[src/rtl/alu_seq.sv]
// Nibble-serial ALU sequencer: steps one 8-bit arithmetic request through operand
// loads and low/high nibble passes, then reports Z/N/H/C with a one-cycle done pulse.
module alu_seq (
  input  logic       clk,
  input  logic       nreset,
  input  logic       req_valid,
  output logic       req_ready,
  input  logic [2:0] req_op,
  input  logic       req_cin,
  input  logic       alu_carry,
  input  logic       alu_zero,
  output logic       ctl_bus_sel,
  output logic [1:0] ctl_la,
  output logic [1:0] ctl_lb,
  output logic       ctl_ne,
  output logic       ctl_ci,
  output logic       ctl_l,
  output logic       ctl_h,
  output logic [1:0] ctl_oe,
  output logic       done,
  output logic       flag_z,
  output logic       flag_n,
  output logic       flag_h,
  output logic       flag_c
);

  localparam logic [2:0] ST_IDLE = 3'd0;
  localparam logic [2:0] ST_LDA  = 3'd1;
  localparam logic [2:0] ST_LDB  = 3'd2;
  localparam logic [2:0] ST_LO   = 3'd3;
  localparam logic [2:0] ST_HI   = 3'd4;

  localparam logic [2:0] OP_ADD  = 3'd0;
  localparam logic [2:0] OP_ADC  = 3'd1;
  localparam logic [2:0] OP_SUB  = 3'd2;
  localparam logic [2:0] OP_SBC  = 3'd3;
  localparam logic [2:0] OP_NEG  = 3'd4;
  localparam logic [2:0] OP_CP   = 3'd5;

  localparam logic [1:0] LD_NO   = 2'd0;
  localparam logic [1:0] LD_BUS  = 2'd1;
  localparam logic [1:0] LD_ZERO = 2'd2;

  localparam logic [1:0] OE_NONE = 2'd0;
  localparam logic [1:0] OE_SH   = 2'd1;
  localparam logic [1:0] OE_RES  = 2'd2;

  logic [2:0] r_state;
  logic [2:0] w_state_nxt;
  logic [2:0] r_op;
  logic       r_cin;
  logic       r_hc;
  logic       r_done;
  logic       r_flag_z;
  logic       r_flag_n;
  logic       r_flag_h;
  logic       r_flag_c;
  logic       w_accept;
  logic       w_reserved;
  logic       w_sub;

  function automatic logic f_is_sub(input logic [2:0] op);
    logic s;
    s = (op == OP_SUB) || (op == OP_SBC) || (op == OP_NEG) || (op == OP_CP);
    return s;
  endfunction

  // Carry-in of the low pass; subtraction is A + ~B + 1, borrow-in inverts cin.
  function automatic logic f_lo_cin(input logic [2:0] op, input logic cin);
    logic c;
    case (op)
      OP_ADD:  c = 1'b0;
      OP_ADC:  c = cin;
      OP_SBC:  c = ~cin;
      default: c = 1'b1;
    endcase
    return c;
  endfunction

  assign req_ready  = (r_state == ST_IDLE);
  assign w_accept   = req_valid && req_ready;
  assign w_reserved = (req_op[2:1] == 2'b11);
  assign w_sub      = f_is_sub(r_op);

  always_comb begin
    w_state_nxt = r_state;
    case (r_state)
      ST_IDLE: begin
        if (w_accept && !w_reserved)
          w_state_nxt = (req_op == OP_NEG) ? ST_LDB : ST_LDA;
      end
      ST_LDA:  w_state_nxt = ST_LDB;
      ST_LDB:  w_state_nxt = ST_LO;
      ST_LO:   w_state_nxt = ST_HI;
      ST_HI:   w_state_nxt = ST_IDLE;
      default: w_state_nxt = ST_IDLE;
    endcase
  end

  always_ff @(posedge clk or negedge nreset) begin
    if (!nreset) begin
      r_state <= ST_IDLE;
      r_op    <= OP_ADD;
      r_cin   <= 1'b0;
    end else begin
      r_state <= w_state_nxt;
      if (w_accept) begin
        r_op  <= req_op;
        r_cin <= req_cin;
      end
    end
  end

  // Half-carry from the low pass feeds the high pass carry-in and the H flag.
  always_ff @(posedge clk or negedge nreset) begin
    if (!nreset)
      r_hc <= 1'b0;
    else if (r_state == ST_LO)
      r_hc <= alu_carry;
  end

  always_ff @(posedge clk or negedge nreset) begin
    if (!nreset) begin
      r_done   <= 1'b0;
      r_flag_z <= 1'b0;
      r_flag_n <= 1'b0;
      r_flag_h <= 1'b0;
      r_flag_c <= 1'b0;
    end else begin
      r_done <= (r_state == ST_HI) || (w_accept && w_reserved);
      if (r_state == ST_HI) begin
        r_flag_z <= alu_zero;
        r_flag_n <= w_sub;
        r_flag_h <= r_hc ^ w_sub;
        r_flag_c <= alu_carry ^ w_sub;
      end
    end
  end

  assign done   = r_done;
  assign flag_z = r_flag_z;
  assign flag_n = r_flag_n;
  assign flag_h = r_flag_h;
  assign flag_c = r_flag_c;

  // Control word is decoded from state alone so reset blanks it without a clock.
  always_comb begin
    ctl_bus_sel = 1'b0;
    ctl_la      = LD_NO;
    ctl_lb      = LD_NO;
    ctl_ne      = 1'b0;
    ctl_ci      = 1'b0;
    ctl_l       = 1'b0;
    ctl_h       = 1'b0;
    ctl_oe      = OE_NONE;
    case (r_state)
      ST_LDA: begin
        ctl_la      = LD_BUS;
        ctl_bus_sel = 1'b0;
      end
      ST_LDB: begin
        ctl_lb      = LD_BUS;
        ctl_bus_sel = 1'b1;
        ctl_oe      = OE_SH;
      end
      ST_LO: begin
        ctl_l  = 1'b1;
        ctl_ne = w_sub;
        ctl_la = (r_op == OP_NEG) ? LD_ZERO : LD_NO;
        ctl_ci = f_lo_cin(r_op, r_cin);
      end
      ST_HI: begin
        ctl_h  = 1'b1;
        ctl_ne = w_sub;
        ctl_ci = r_hc;
        ctl_oe = (r_op == OP_CP) ? OE_NONE : OE_RES;
      end
      default: ;
    endcase
  end

endmodule

[config.mk]
export PLATFORM = sky130hd
export DESIGN_NAME = alu_seq
export DESIGN_NICKNAME = d
export VERILOG_FILES = /design/src/rtl/alu_seq.sv
export SDC_FILE = /design/constraint.sdc
export NUM_CORES = 1
export LEC_CHECK = 0
export BUFFER_PORTS_ARGS = -buffer_cell sky130_fd_sc_hd__clkbuf_2
export CAP_MARGIN = 0
export CORE_MARGIN = 2
export CORE_UTILIZATION = 30
export CTS_CLUSTER_DIAMETER = 150
export DETAILED_ROUTE_END_ITERATION = 7
export SYNTH_ARGS = -nofsm -noshare
export SYNTH_HDL_FRONTEND = slang
export SYNTH_SLANG_ARGS = --single-unit
[constraint.sdc]
create_clock -name clk -period 1.9 [get_ports clk]
set_input_delay 0.285 -clock clk [delete_from_list [all_inputs] [get_ports clk]]
set_output_delay 0.285 -clock clk [all_outputs]
set_load 0.005 [all_outputs]
==> metrics.md <==
| Metric | Value |
|---|---|
| Status | `complete, no violations` |
| Total CTS buffers | `3` |
| Crit end category | `output port` |
| Worst r2r src | `r_state[1]$_DFFE_PN0P_` |
| Upper clock frequency limit | `between 0.5 and 0.6 GHz` |
| Max-slew headroom | `roughly 66%` |
| Worst EP arrival | `1530 ps` |
| CP startpoint kind | `flop` |
| Initial antenna violation count | `0` |
| Synth Warn # | `0` |
| Reg2Reg Depth | `2` |
| CTS max path bufs | `2` |
| DR WL/cell | `between 10 and 15 um` |
| H-tree depth | `1` |
| Clk_skew | `~2.1 ps` |
| Num ports | `26` |
| Reg2reg setup slack | `approximately 440 ps` |
| # clock sinks | `13` |
| Synthesized flop and latch total | `13` |
| Share of cells above drive strength 1 | `about half` |
| Final hold viol count | `0` |
| Die X | `about 53 um` |
| Detailed Place HPWL | `between 1000 and 1500 um` |
| RSZ-0062 raised after global routing | `false` |
| Routed Antenna Nets | `0` |
| Nets | `between 100 and 150` |
| 1st-pass router iterations | `3` |
| Synth top area cells | `dfrtp_1 46%, mux2_4 6.3%, nand2_1 4.8%` |
| Synth Net Count | `between 70 and 80` |
| Avg Cell Area, Syn | `about 11 um2` |
| Final setup vio count | `0` |
| DRC | `0` |
| GRT Total Usage | `approximately an eighth` |
| Clk_lat worst skew | `roughly 270 ps` |
| Hold crit path type | `input pin to flop` |
| Setup TNS | `0 ps` |
| Worst Max-Slew Pin Slew | `slightly above 500 ps` |
| Most instantiated cells after synthesis | `13 x dfrtp_1, 9 x nand2_1` |
| Initial core utilization | `between 30% and 40%` |
| Fill cells | `between 200 and 250` |
| Via count normalized by instance count | `~4.6` |
| First-pass GRT wire length | `around 2400 um` |
| CORE AREA | `about 2200 um2` |
| Die Y | `about 53 um` |
| Remaining global-route overflow | `0` |
| Initial DRC count | `7` |
| Async set-reset flop share out of synthesis | `between 90% and 100%` |
| Area of the multi-input gates | `around 320 um2` |
| Cell taking the most area after synthesis | `dfrtp_1` |
| Rows | `17` |
| Synthesis-to-finish area growth | `24.3%` |
| Post-synth EDFFs | `0` |
| Sequential cell area | `329 um2` |
| Cell with the most instances after synthesis | `dfrtp_1` |
| Yosys top cell area share | `a little under half` |
| Total Power | `1.45 mW` |
| Worst VDD drop | `between 0.0006 and 0.0007 V` |
| Unique cell type count in the Yosys netlist | `31` |
| Post-Syn Instances | `65` |
| Antenna Cells | `0` |
| PD cells | `1640 nW/um2` |
| P_leak | `0.444 nW` |
| Clk root buf | `clkbuf_4` |
| Req. time, crit path | `between 1500 and 2000 ps` |
| Number of global-route vias before repair | `562` |
| Post-route minimum period | `about 1800 ps` |
| CTS tree | `yes` |
| Slew Viols, Final | `0` |
| Crit Path Max Fanout | `11` |
| Vias | `around 550` |
| Critical path launch point | `r_state[0]$_DFFE_PN0P_` |
| End of the critical path | `ctl_ci` |
| Die ar. | `about 2800 um2` |
| Gpl congestion | `0.782` |
| Mapped Area | `711 um2` |
| Port bufs | `24` |
| Worst flop-to-flop path endpoint | `r_op[0]$_DFFE_PN0P_` |
| Max-cap violation count | `0` |
| Critical path class | `flop to output port` |
| Sequential fraction of the synthesis area | `a little under half` |
| Main flop type after synthesis | `dfrtp_1` |
| Largest net degree at the start of global routing | `14` |
| Crit share post-route | `between 90 and 100%` |
| Clock transition at the registers of the reported paths | `80 ps` |
| Routed wire length | `approximately 1400 um` |
==> worst min-delay path by stage <==
| stage | from | end | slack, ps | cells past startpoint |
|---|---|---|---|---|
| 2_1_floorplan | nreset | done$_DFF_PN0_ | -10 | 0 |
| 3_3_place_gp | nreset | r_state[0]$_DFFE_PN0P_ | 200 | 1 |
| 3_5_place_dp | nreset | r_state[1]$_DFFE_PN0P_ | 200 | 1 |
| 4_1_cts | alu_zero | flag_z$_DFFE_PN0P_ | 190 | 3 |
| 5_1_grt | alu_zero | flag_z$_DFFE_PN0P_ | 230 | 3 |
| 6_report | alu_zero | flag_z$_DFFE_PN0P_ | 200 | 3 |
==> power breakdown <==
part	switching (mW)	internal, mW
logic	0.319	0.371
registers	0.171	0.414
clock network	0.0885	0.0812
total	0.579	0.867
==> cells by family after synthesis <==
| kind of cell | count (synthesis) | share of synthesized area, % |
|---|---|---|
| compound gates | 14 | 16.7 |
| flops | 13 | 45.8 |
| buf+inv | 10 | 8.98 |
| xor+xnor | 3 | 3.70 |
| mux | 3 | 6.34 |
| simple gates | 21 | 18.0 |
| other cells | 1 | 0.528 |
==> through the flow <==
| stage | utilization [%] | instances | setup slack [ps] | instance area, um2 | hold WS (ps) |
|---|---|---|---|---|---|
| 2_1_floorplan | - | 65 | 434 | 711 | -10.6 |
| 3_3_place_gp | 37.1 | 113 | 344 | 828 | 197 |
| 3_5_place_dp | 37.1 | 113 | 305 | 828 | 202 |
| 4_1_cts | 38.7 | 118 | 3.96 | 865 | 194 |
| 5_1_grt | 39.6 | 120 | 16.7 | 883 | 226 |
| 6_report | 39.6 | 120 | 87.1 | 883 | 202 |
==> sequential cells by signal (all words and copies together) (netlist names) <==
signal   count
r_op         3
done         1
flag_c       1
flag_h       1
flag_z       1
r_cin        1
r_hc         1
flag_n       1
r_state      3
==> critical path, cell delays in order (launching register included) <==
cell and delay, ps:
dfrtp_2 470, or3b_4 500, o22ai_2 160, clkbuf_2 130
==> routing by layer <==
| layer | wire, um | GRT usage (%) | vias to the layer above |
|---|---|---|---|
| met4 | 16 | 7.69 | 0 |
| li1 | - | - | 272 |
| met1 | 610 | 15.2 | 263 |
| met5 | 0 | 0 | - |
| met3 | 76 | 3.14 | 2 |
| met2 | 662 | 18.5 | 14 |
==> layout make-up <==
type,instances,share of cell area (%)
Inverter,5,2.12
Sequential cell,13,37.3
Multi-Input combinational cell,42,36.4
Timing Repair Buffer,28,17.3
Clock buffer,4,2.97
Tap cell,28,3.97
==> what timing repair did <==
action / CTS / global route
hold buffers: 1 / 0
setup buffers: 0 / 2
endpoints found under the hold margin: 13 / 0
endpoints found under the setup margin: 0 / 3
resized for setup: 0 / 3
==> placed cells by master, fill, tap and decap left out <==
cell type      instances
nor2_1                 2
clkbuf_1               1
o21ai_2                2
nand2_1                9
a21o_1                 1
dfrtp_2                3
nor4b_1                1
inv_2                  2
a311oi_1               1
o21a_1                 1
dlygate4sd3_1          1
buf_4                  3
clkbuf_2              24
a21oi_2                1
xor2_1                 1
a31oi_4                1
mux2_4                 3
o22ai_2                1
a21boi_1               1
o21ai_1                3
nand2b_1               1
conb_1                 1
xnor2_1                2
clkbuf_4               3
dfrtp_1               10
nand3_1                2
nand3b_1               1
nor3_1                 1
and2_1                 1
nor3b_1                1
a211oi_1               1
inv_1                  3
nor4b_4                1
or3b_4                 1
a21oi_1                1
Power figures use the tool's default switching activity.
